<file path="config.mk">
export PLATFORM = sky130hd
export DESIGN_NAME = div_unit
export DESIGN_NICKNAME = d
export VERILOG_FILES = /design/src/rtl/cpu_pkg.sv /design/src/rtl/div_step.sv /design/src/rtl/div_unit.sv
export SDC_FILE = /design/constraint.sdc
export NUM_CORES = 1
export LEC_CHECK = 0
export CORE_MARGIN = 2
export CORE_UTILIZATION = 30
export CTS_CLUSTER_SIZE = 8
export DETAILED_ROUTE_END_ITERATION = 6
export PLACE_DENSITY = 0.47
export REMOVE_ABC_BUFFERS = 1
export SLEW_MARGIN = 25
export SYNTH_ARGS = -nofsm -noshare
export SYNTH_HDL_FRONTEND = slang
export SYNTH_HIERARCHICAL = 1
export SYNTH_SLANG_ARGS = --single-unit
</file>
<file path="constraint.sdc">
create_clock -name clk -period 3.1 [get_ports clk]
set_input_delay 0.31 -clock clk [delete_from_list [all_inputs] [get_ports clk]]
set_output_delay 0.31 -clock clk [all_outputs]
set_load 0.005 [all_outputs]
</file>
<file path="src/rtl/cpu_pkg.sv">
// Shared constants and encodings for the multicycle CPU arithmetic units (div_unit, mult_unit).
package cpu_pkg;

  localparam int unsigned CPU_DATA_WIDTH = 32;

  // One quotient bit per clock, so the iteration count tracks the operand width.
  localparam int unsigned DIV_ITERS  = CPU_DATA_WIDTH;
  localparam int unsigned MULT_ITERS = CPU_DATA_WIDTH;

  typedef enum logic [1:0] {
    StIdle = 2'd0,
    StRun  = 2'd1,
    StFix  = 2'd2
  } div_state_e;

endpackage

</file>
<file path="src/rtl/div_step.sv">
// One combinational restoring-division step on unsigned magnitudes.
module div_step #(
  parameter int unsigned DATA_WIDTH = 32
) (
  input  logic [DATA_WIDTH-1:0] rem,
  input  logic [DATA_WIDTH-1:0] quo,
  input  logic [DATA_WIDTH-1:0] divisor,
  output logic [DATA_WIDTH-1:0] rem_next,
  output logic [DATA_WIDTH-1:0] quo_next
);

  logic [DATA_WIDTH:0] shifted;
  logic [DATA_WIDTH:0] diff;

  always_comb begin
    shifted  = {rem, quo[DATA_WIDTH-1]};
    diff     = shifted - {1'b0, divisor};
    rem_next = shifted[DATA_WIDTH-1:0];
    quo_next = {quo[DATA_WIDTH-2:0], 1'b0};
    // The remainder never exceeds the divisor, so the difference fits DATA_WIDTH bits.
    if (shifted >= {1'b0, divisor}) begin
      rem_next = diff[DATA_WIDTH-1:0];
      quo_next = {quo[DATA_WIDTH-2:0], 1'b1};
    end
  end

endmodule

</file>
<file path="src/rtl/div_unit.sv">
// Multicycle signed divider: quotient on LO, remainder on HI, one quotient bit per clock.
module div_unit
  import cpu_pkg::*;
#(
  parameter int unsigned DATA_WIDTH = CPU_DATA_WIDTH
) (
  input  logic                  clk,
  input  logic                  reset,
  input  logic                  DIV_control,
  input  logic [DATA_WIDTH-1:0] A,
  input  logic [DATA_WIDTH-1:0] B,
  output logic [DATA_WIDTH-1:0] HI,
  output logic [DATA_WIDTH-1:0] LO,
  output logic                  divStop,
  output logic                  divZero
);

  localparam int unsigned CntW = $clog2(DATA_WIDTH) + 1;

  div_state_e            state_q;
  logic [CntW-1:0]       count_q;
  logic [DATA_WIDTH-1:0] rem_q;
  logic [DATA_WIDTH-1:0] quo_q;
  logic [DATA_WIDTH-1:0] divisor_q;
  logic                  sa_q;
  logic                  sb_q;

  logic [DATA_WIDTH-1:0] rem_next;
  logic [DATA_WIDTH-1:0] quo_next;
  logic [DATA_WIDTH-1:0] abs_a;
  logic [DATA_WIDTH-1:0] abs_b;

  // The most negative value negates to itself, which reads correctly as unsigned 2^(W-1).
  always_comb begin
    abs_a = A[DATA_WIDTH-1] ? -A : A;
    abs_b = B[DATA_WIDTH-1] ? -B : B;
  end

  div_step #(
    .DATA_WIDTH(DATA_WIDTH)
  ) u_div_step (
    .rem      (rem_q),
    .quo      (quo_q),
    .divisor  (divisor_q),
    .rem_next (rem_next),
    .quo_next (quo_next)
  );

  always_ff @(posedge clk) begin
    if (reset) begin
      state_q   <= StIdle;
      count_q   <= '0;
      rem_q     <= '0;
      quo_q     <= '0;
      divisor_q <= '0;
      sa_q      <= 1'b0;
      sb_q      <= 1'b0;
      HI        <= '0;
      LO        <= '0;
      divStop   <= 1'b0;
      divZero   <= 1'b0;
    end else begin
      divStop <= 1'b0;
      divZero <= 1'b0;
      unique case (state_q)
        StIdle: begin
          if (DIV_control) begin
            if (B == '0) begin
              divStop <= 1'b1;
              divZero <= 1'b1;
            end else begin
              sa_q      <= A[DATA_WIDTH-1];
              sb_q      <= B[DATA_WIDTH-1];
              quo_q     <= abs_a;
              divisor_q <= abs_b;
              rem_q     <= '0;
              count_q   <= '0;
              state_q   <= StRun;
            end
          end
        end
        StRun: begin
          rem_q   <= rem_next;
          quo_q   <= quo_next;
          count_q <= count_q + 1'b1;
          if (count_q == CntW'(DATA_WIDTH - 1)) begin
            state_q <= StFix;
          end
        end
        StFix: begin
          LO      <= (sa_q ^ sb_q) ? -quo_q : quo_q;
          HI      <= sa_q ? -rem_q : rem_q;
          divStop <= 1'b1;
          state_q <= StIdle;
        end
        default: state_q <= StIdle;
      endcase
    end
  end

endmodule

</file>
==> run metrics <==
end of the critical path rem_q[12]; Slew headroom 0.533; Worst Setup Start Kind flop; final setup margin -29.7 ps; crit path launch divisor_q[1]; CP Capture Type flop; Clock Latency Late Sink 460 ps; DR pass1 iterations 5; final net count 1722; Post-Syn Area 0.0114 mm^2; Num CTS Buffers 17; Port Buffers 132; r2r worst-path depth 14; Levels on crit path 14; Initial Util 0.304; global route overflow 0; register area share after synthesis 0.302; routed vias/inst 5.15; Clock Pin Slew Worst Setup and Hold Paths 80 ps; # rows 71; Placer Congestion 0.876; Commonest cells post-synth dfxtp_1, nor2_1, a21oi_1, o21ai_0, xor2_1; dominant cells by area after synthesis dfxtp_1, xor2_1, nor2_1; fin crit period 3130 ps; DRT antenna net count 0; fmax 320 MHz; clock root cell clkbuf_16; CP Cell Sequence inv_2 -> ha_4 -> nor2b_4 -> o2111ai_4 -> a2111oi_4 -> o31a_1 -> a41oi_4 -> o21a_4 -> o21ai_4 -> buf_6 -> clkbuf_16 -> mux2_4 -> a22oi_2 -> nor2_1; family with the most delay on the worst path compound AO/OA/AOI/OAI gates; global-route wire length before repair 59000 um; worst path bufs/invs 3; FFs w/ async S/R, synth 0; CP max FO 4; Die Wd 199 um; synth-to-layout area growth 33.0%; vias post-DR 11000; RSZ-0062 raised after global routing true; Hold Path Class in2reg; Post-synth EDFFs 0; Least-Margin Pin Slew 693 ps; Tcrit/Tclk final 1.01; final hold vios 0; Routed wire per std cell 17.7 um; initial drt markers 599; required time of the critical path 3430 ps; vias in the first global route 10600; DR DRC count 0; # clock sinks 172; Tot GR Track Use 0.192; Worst VDD drop 0.740 mV; Post-Syn Instances 1423; core area 0.0375 mm^2; initial antenna violation count 1; post-synth cell types 70; post-route cell area 0.0151 mm^2; Critical Path Slowest Stage Cell a2111oi_4; failing checks setup timing; CTS Buffer Depth 2; FF+latch count, synth 172; # diodes 0; Total Power 14.7 mW; Critical Path Max Stage Delay 340 ps; CTS tree built; CTS hold repair buffers 0; Arr. time, crit path 3460 ps; drt total wl 38000 um; skew final 19.7 ps; count leader, synth dfxtp_1; Filler cells 3870; Max-cap violations 0; die footprint 0.0395 mm^2; Die Y 199 um; worst hold slack 249 ps; post-DP HPWL 27800 um; yosys warns 6; Yosys top cell by area dfxtp_1; largest net degree at the start of global routing 63; syn_area_per_cell 8.00 um^2; Pleak 5.84 nW; P per Cell Area 971 mW/mm^2; Finish-stage setup viols 2; H-tree levels 4; placed inst area 0.0140 mm^2; IO Count 133; Slew Viols, Final 0; outcome finished, violations left; Reg2Reg Launch Point divisor_q[1]; layout cell share with drive strength beyond 1 0.187; Core Util, Final 0.404; Synth Flop Type dfxtp_1; WS Path Type reg2reg; reg-to-reg endpoint rem_q[12]; Synth top area share 0.302; Reg2Reg Setup Slack -30 ps
-- placed cells by master, fill, tap and decap left out, drive strengths merged, types with 4 or more instances in the layout --
master and count:
nor3 34, dfxtp 172, ha 37, nor2b 7, a31oi 11, a211o 13
a22oi 33, mux2i 9, nand2b 7, o31a 4, a211oi 47, o211ai 5
a21oi 106, clkdlybuf4s50 131, xor2 91, and2 4, xnor2 50, o41ai 24
o21a 11, nand2 88, o2111ai 4, mux2 28, nand4 6, a21o 11
a41oi 4, bufinv 5, buf 169, or2 7, nor4 16, o21ai 102
or3 21, nand3 19, o31ai 37, or4 24, a311oi 7, and3 6
inv 63, clkbuf 20, nor2 157
-- flip-flops by register name, indices dropped and copies added, names as in the netlist --
name       flops
divZero        1
divisor_q     32
state_q        2
quo_q         32
HI            32
count_q        6
sa_q           1
rem_q         32
divStop        1
LO            32
sb_q           1
-- report_power, final --
group          internal, mW  total (mW)  switching [mW]  leakage (nW)
logic                  4.82        9.51            4.69          4.13
clock network          1.48        2.52            1.04         0.316
registers              2.43        2.67           0.238          1.40
-- logic make-up (layout without fill, tap and decap cells) --
kind of cell / Yosys count / after routing / synth area share
AOI/OAI and AO/OA: 443 / 443 / 0.259
xor gates and xnor gates: 141 / 141 / 0.108
adders and majority gates: 38 / 38 / 0.0424
buffers and inverters: 187 / 394 / 0.0760
DFF: 172 / 172 / 0.302
muxes: 37 / 37 / 0.0438
and+or+nand+nor: 405 / 405 / 0.168
-- per-layer routing --
layer  up-vias  wire length [um]  global-route usage
met5         -                13                   0
met4         2               749              0.0578
met3        38              1550              0.0285
met2       226             17600               0.320
met1      5260             18000               0.255
li1       5497                 -                   -
-- through the flow --
| stage | setup TNS (ps) | setup WS, ps | instances |
|---|---|---|---|
| final | -31.7 | -29.7 | 2141 |
| after detailed placement | -2570 | -181 | 2101 |
| after floorplan | -216410 | -1850 | 1297 |
| after global placement | -1300 | -155 | 2101 |
| after global routing | -1620 | -110 | 2141 |
| after CTS | -34.5 | -13.6 | 2138 |
-- worst min path at each step --
stage                        startpoint             to  cells past startpoint
after global placement    divisor_q[31]  divisor_q[31]                      1
after detailed placement  divisor_q[31]  divisor_q[31]                      1
final                             reset      quo_q[25]                      2
after floorplan                   reset          HI[0]                      1
after global routing              reset      quo_q[17]                      2
after CTS                         reset      quo_q[25]                      2
-- cell type report --
class                           instances  area [um^2]  area share
Timing Repair Buffer                  301         2750       0.181
Sequential cell                       172         3450       0.228
Tap cell                              511          639      0.0422
Inverter                               61          229      0.0151
Multi-Input combinational cell       1064         7410       0.490
Clock inverter                         13          213      0.0140
Clock buffer                           19          453      0.0299
-- repair_timing --
action / in CTS / in global routing
resized for setup: 24 / 45
pin swaps: 5 / 43
buffers inserted: 3 / 3
setup endpoints to repair: 28 / 32
gates cloned: 2 / 1
Note: power is estimated with default switching activity, not from simulation.
